--- src/rtl/riscv_mem_arbiter.sv ---
// Round-robin 2:1 memory request arbiter with an in-order tag FIFO routing responses back to the issuing port.
// Define RISCV_MEM_ARB_STATS_EN to add hierarchically readable grant/conflict/stall counters.
module riscv_mem_arbiter #(
    parameter int p_req_sz  = 67,
    parameter int p_resp_sz = 35,
    parameter int p_max_out = 4
) (
    input  logic                 clk,
    input  logic                 reset,

    input  logic [p_req_sz-1:0]  req0_msg,
    input  logic                 req0_val,
    output logic                 req0_rdy,

    input  logic [p_req_sz-1:0]  req1_msg,
    input  logic                 req1_val,
    output logic                 req1_rdy,

    output logic [p_resp_sz-1:0] resp0_msg,
    output logic                 resp0_val,

    output logic [p_resp_sz-1:0] resp1_msg,
    output logic                 resp1_val,

    output logic [p_req_sz-1:0]  memreq_msg,
    output logic                 memreq_val,
    input  logic                 memreq_rdy,

    input  logic [p_resp_sz-1:0] memresp_msg,
    input  logic                 memresp_val,

    output logic                 err
);

    localparam int c_ptr_w = (p_max_out > 1) ? $clog2(p_max_out) : 1;
    localparam int c_cnt_w = c_ptr_w + 1;
    localparam logic [c_cnt_w-1:0] c_max_cnt = c_cnt_w'(p_max_out);

    logic                 last_grant;
    logic [p_max_out-1:0] tag_q;
    logic [c_ptr_w-1:0]   head_ptr;
    logic [c_ptr_w-1:0]   tail_ptr;
    logic [c_cnt_w-1:0]   count;
    logic                 err_q;

    logic any_val;
    logic both_val;
    logic grant;
    logic full;
    logic empty;
    logic push;
    logic pop;
    logic head_tag;

    // Only one valid port wins outright; on conflict the port not granted last time wins.
    // With no valid port grant falls to 0, which also selects port 0's message.
    assign any_val  = req0_val | req1_val;
    assign both_val = req0_val & req1_val;
    assign grant    = both_val ? ~last_grant : req1_val;

    assign full  = (count == c_max_cnt);
    assign empty = (count == '0);

    assign memreq_val = any_val & ~full;
    assign memreq_msg = grant ? req1_msg : req0_msg;

    assign req0_rdy = any_val & ~grant & memreq_rdy & ~full;
    assign req1_rdy = any_val &  grant & memreq_rdy & ~full;

    assign push     = memreq_val & memreq_rdy;
    assign pop      = memresp_val & ~empty;
    assign head_tag = tag_q[head_ptr];

    assign resp0_msg = memresp_msg;
    assign resp1_msg = memresp_msg;
    assign resp0_val = pop & ~head_tag;
    assign resp1_val = pop &  head_tag;

    assign err = err_q;

    // NOTE: sequential state uses non-blocking assignments so every register samples pre-edge values.
    always_ff @(posedge clk) begin
        if (!reset) begin
            last_grant <= 1'b1;
            head_ptr   <= '0;
            tail_ptr   <= '0;
            count      <= '0;
            err_q      <= 1'b0;
        end else begin
            if (push) begin
                tail_ptr   <= tail_ptr + 1'b1;
                last_grant <= grant;
            end
            if (pop) begin
                head_ptr <= head_ptr + 1'b1;
            end
            if (push && !pop) begin
                count <= count + 1'b1;
            end else if (pop && !push) begin
                count <= count - 1'b1;
            end
            if (memresp_val && empty) begin
                err_q <= 1'b1;
            end
        end
    end

    // NOTE: tag storage is deliberately not reset; count and pointers decide which entries are live.
    always_ff @(posedge clk) begin
        if (push) begin
            tag_q[tail_ptr] <= grant;
        end
    end

`ifdef RISCV_MEM_ARB_STATS_EN
    logic [31:0] num_grant0;
    logic [31:0] num_grant1;
    logic [31:0] num_conflict;
    logic [31:0] num_full_stall;

    always_ff @(posedge clk) begin
        if (!reset) begin
            num_grant0     <= '0;
            num_grant1     <= '0;
            num_conflict   <= '0;
            num_full_stall <= '0;
        end else begin
            if (push && !grant) begin
                num_grant0 <= num_grant0 + 32'd1;
            end
            if (push && grant) begin
                num_grant1 <= num_grant1 + 32'd1;
            end
            if (both_val) begin
                num_conflict <= num_conflict + 32'd1;
            end
            if (any_val && full) begin
                num_full_stall <= num_full_stall + 32'd1;
            end
        end
    end
`endif

endmodule

--- config.mk ---
export PLATFORM = sky130hd
export DESIGN_NAME = riscv_mem_arbiter
export DESIGN_NICKNAME = d
export VERILOG_FILES = /design/src/rtl/riscv_mem_arbiter.sv
export SDC_FILE = /design/constraint.sdc
export NUM_CORES = 1
export LEC_CHECK = 0
export BUFFER_PORTS_ARGS = -buffer_cell sky130_fd_sc_hd__buf_4
export CORE_AREA = 2 2 125 127
export CTS_CLUSTER_SIZE = 28
export DETAILED_ROUTE_END_ITERATION = 8
export DIE_AREA = 0 0 127 129
export GPL_TIMING_DRIVEN = 0
export SYNTH_ARGS = -nofsm -noshare
export SYNTH_HDL_FRONTEND = slang
export SYNTH_SLANG_ARGS = --single-unit
--- constraint.sdc ---
create_clock -name clk -period 2.7 [get_ports clk]
set_input_delay 0 -clock clk [delete_from_list [all_inputs] [get_ports clk]]
set_output_delay 0 -clock clk [all_outputs]
set_load 0.05 [all_outputs]
[After elaboration in Yosys (flattened, before gate mapping)]
Index checks and enable logic that the tools add are counted.
Operators by class
  add/sub/neg operators: 4
  magnitude comparators: 3
  equal/unequal tests: 1
  muxes and demuxes: 9
  bitwise gates (word level): 18
  reduce and logical (&&, ||, !) cells: 8
Operator list (number)
  67-bit two-way mux: 1
  1-bit bitwise AND: 12
  2-bit by 3-bit < comparator with 1-bit output, second input constant: 2
  3-bit two-way mux: 2
  1-bit inverter: 5
  2-bit by 1-bit adder with 2-bit output, second input constant: 2
  4-bit bitwise mux: 1
  1-bit logical AND: 4
  3-bit by 1-bit adder with 3-bit output, second input constant: 1
  3-bit == test, second input constant: 1
  3-bit logical NOT: 1
  1-bit two-way mux: 3
  3-bit by 1-bit subtractor with 3-bit output, second input constant: 1
  1-bit binary-select mux with 2-bit select: 1
  1-bit demux with 2-bit select: 1
  2-bit by 1-bit greater-or-equal comparator with 1-bit output, second input constant: 1
  1-bit logical NOT: 2
  2-bit nonzero test: 1
  1-bit OR: 1
Storage, ports and cells
  register bits after elaboration: 13
  input bits: 175
  output and inout port bits: 143
  logic and storage cells: 49

[Longest topological paths before layout]
  depth in word-level cells: 8
  mapped depth: 8
  depth with buffers taken out: 8

[Least setup slack after synthesis]
No wires, ideal clock.
  path type: flip-flop to flip-flop
  start point: register count[0]
  end point: register count[2]
  library setup time: 0.076 ns
  arrival: 1.995 ns
  required time: 2.624 ns
  slack: 0.630 ns
  stages on the path, launching flop included: 9
  path buffers: 0
  period minus slack after synthesis: 2.070 ns
  path through: dfxtp_1 nor3b_4 nor2_2 ha_1 inv_1 fa_1 xor2_1 or3_1 a21boi_0
On the way
  cells in the longest elaborated chain, start to end: 7
  elaborated cells between the ends (all ways): 16
  classes of those cells: 2 x add/sub; 1 x eq/ne; 2 x mux; 5 x bitwise; 6 x reduce/logical
Ends and longest elaborated chain
  start: declaration: RTL line 43  | logic [c_cnt_w-1:0] count;
  start signal: assignment: RTL line 98  | count <= count + 1'b1;
  start signal: assignment: RTL line 100  | count <= count - 1'b1;
  3-bit == test (*): RTL line 61  | assign full = (count == c_max_cnt);
  1-bit inverter (*): RTL line 64  | assign memreq_val = any_val & ~full;
  1-bit bitwise AND (*): RTL line 64
  1-bit bitwise AND (*): RTL line 70  | assign push = memreq_val & memreq_rdy;
  net push: RTL line 51  | logic push;
  1-bit logical NOT: RTL line 99  | end else if (pop && !push) begin
  1-bit logical AND: RTL line 99
  2-bit nonzero test (no line)
Mark *: on every way through the listed nets, which the timed path passes. The rest lies on a longest branch. The select of a mux whose other input is x is not followed.
A chain may end at the register's enable or synchronous reset.

[Final worst setup path]
Same ends and word-level chain as after synthesis.

==> out/qor.csv <==
metric,value,unit
outcome,"complete, but fails checks",
violated checks,DRC,
Worst VDD drop,0.000253,V
register-to-register setup slack,0.43,ns
diode count,0,
number of global-route vias before repair,2419,
final-layout fill cell count,1568,
skew final,0.000618,ns
worst setup path start,count[0]$_SDFFE_PN0P_,
Hold Worst Slack,0.0537,ns
"Hold-fix buffers, CTS",0,
drt pass-1 iters,6,
Post-Synth XOR/XNOR Area,1.72,%
max-slew violation count,0,
Post-synth top flop,dfxtp_1,
Die W,127,microns
fin nets,674,
DRC,1,
Post-Synth Adder-Cell Area,4.05,%
Critical Path RT,2.86,ns
r2r startpoint,count[0]$_SDFFE_PN0P_,
CP Max Fanout,7,
CTS tree,yes,
post-CTS sizing,0,
drt total wl,8680,microns
reg2reg path depth,8,
sequential fraction of the synthesis area,14.7,%
post-synth top area cell,mux2_2,
CTS buffer count,3,
Tot GR Track Use,8.61,%
I/O Buffers,281,
RSZ-0062 raised after global routing,false,
hold endpoint,err$_SDFFE_PN0P_,
starting density of the core,13.6,%
clk slew on worst S/H paths,0.04,ns
GR Overflow Total,0,
Post-synth ARST share,0,%
number of max-cap violations,0,
Post-synth EDFFs,4,
buffer count from post-CTS setup fixing,0,
"Distinct cells, synth",30,
Syn Nets,388,
#FFs+latches synth,13,
hold wc startpoint,memresp_val,
minimum clock period,2.27,ns
vias per cell,3.73,
die area,16400,sq um
layout cell share with drive strength beyond 1,88.2,%
Worst R2R End,count[2]$_SDFFE_PN0P_,
critical path type,register to register,
Worst Hold Class,primary input to register,
final worst setup slack,0.428,ns
fmax,440,MHz
Area contributors post-synth,"mux2_2, buf_4, dfxtp_1",
post-synthesis cell area,2040,sq um
synthesized-area fraction occupied by and/or/nand/nor cells,7.31,%
Synth-to-Final Area Change,119,%
CTS H-Tree Depth,1,
clock buffer depth,2,
Final Core Density,29.8,%
Worst Setup Start Kind,register,
endpoints failing hold,0,
PwrDens,482,nW/um^2
clk_lat worst skew,0.24,ns
Leak,0.00228,uW
HPWL after DPL,7820,microns
syn_area_per_cell,9.85,sq um
largest net degree at the start of global routing,14,
initial antenna violation count,0,
total core area,15000,sq um
endpoints failing setup,0,
hold path cells,3,
first-pass GRT wire length,11400,microns
Worst slew margin,58.9,%
crit share post-route,84.1,%
DRT antenna net count,0,
worst slew pin tran,0.613,ns
Root Driver,clkbuf_16,
pre-CTS setup slack,0.417,ns
final setup TNS,0,ns
Placer Congestion,0.699,
mux cell area share after synthesis,39.1,%
largest family of logic cells by synthesized area,multiplexers,
Synth Instances,207,
synth warn,0,
WL per Instance,12.8,microns
Synth Area in Compound Gates,3.99,%
initial DRC count,44,
share of the synthesized area in the top cell type,37.0,%
# IOs,318,
Total Power,2150,uW
CTS sink count,13,
Critical Path End Type,register,
num rows,45,
critical path data arrival time,2.44,ns
total number of vias,2538,
die span in y,129,microns
flip-flops by register name (all words and copies together) (netlist names):
register,cells
count,3
err,1
head_ptr,2
last_grant,1
tag_q,4
tail_ptr,2
cell usage in the layout, fill, tap and decap left out:
cell type  count
mux2i_1        2
o21ai_1        1
fa_1           1
o311ai_1       1
o31ai_4        1
nor3_1         2
dfxtp_1        9
mux2_2        67
clkbuf_1       1
ha_1           5
buf_1          1
nor2_2         1
inv_1          3
nand2_1        2
a21oi_1        1
a21boi_2       1
clkbuf_16      3
edfxtp_1       4
a21boi_1       1
nor2b_1        3
buf_4        358
o21ai_0        3
xor2_1         1
xnor2_1        3
mux4_2         1
and2_1         7
or3_1          2
nor3b_2        1
a21boi_0       1
nand3b_1       1
nor3b_4        1
nor2_1         3
layout make-up:
| cell class | count | area, sq um | share of cell area [%] |
|---|---|---|---|
| tap | 188 | 235 | 5.27 |
| inverter | 3 | 11.3 | 0.252 |
| clock buffer | 4 | 78.8 | 1.77 |
| timing repair buffer | 281 | 2110 | 47.3 |
| sequential | 13 | 300 | 6.73 |
| multi-input combinational | 113 | 1140 | 25.7 |
| buffer | 78 | 582 | 13.0 |
cell families (layout without fill, tap and decap cells):
family          Yosys count  in the layout
compound gates           10             10
xor+xnor                  4              4
fa+ha+maj                 6              6
buf+inv                  81            366
flops                    13             13
mux                      70             70
simple gates             23             23
synthesized netlist by cell type (2+ instances only):
cell / number
nand2_1: 2
dfxtp_1: 9
nor2_1: 3
nor3_1: 2
nor2b_1: 3
or3_1: 2
o21ai_0: 3
mux2_2: 67
xnor2_1: 3
ha_1: 5
edfxtp_1: 4
mux2i_1: 2
buf_4: 77
and2_1: 7
inv_1: 3
critical path, cell delays in order, from the launching register on:
cell	delay [ns]
dfxtp_1	0.55
nor3b_4	0.13
nor2_2	0.25
ha_1	0.22
inv_1	0.06
fa_1	0.37
xor2_1	0.16
or3_1	0.30
a21boi_0	0.16
power by group:
group	internal [uW]	switching, uW
combinational	644	911
clock	199	77.6
sequential	248	71.8
metrics by stage:
| stage | area (sq um) | cells |
|---|---|---|
| after floorplan | 2040 | 207 |
| after global placement | 4380 | 676 |
| after detailed placement | 4380 | 676 |
| after CTS | 4460 | 680 |
| after global routing | 4460 | 680 |
| final | 4460 | 680 |
routing by layer:
metal | wire length [microns] | up-vias | part of all wire [%] | track usage (%)
met4 | 51 | 0 | 0.59 | 1.29
met5 | 0 | - | 0 | 0
li1 | - | 1215 | - | -
met2 | 4770 | 144 | 55 | 16.3
met1 | 3170 | 1173 | 37 | 10.5
met3 | 684 | 6 | 7.9 | 1.37
worst max path at each step:
stage                                 end  slack (ns)
finish              count[2]$_SDFFE_PN0P_        0.43
global route        count[2]$_SDFFE_PN0P_        0.28
CTS                 count[2]$_SDFFE_PN0P_        0.40
detailed placement  count[2]$_SDFFE_PN0P_        0.42
global placement    count[2]$_SDFFE_PN0P_        0.47
floorplan           count[2]$_SDFFE_PN0P_        0.63
Note: power is estimated with default switching activity, not from simulation.
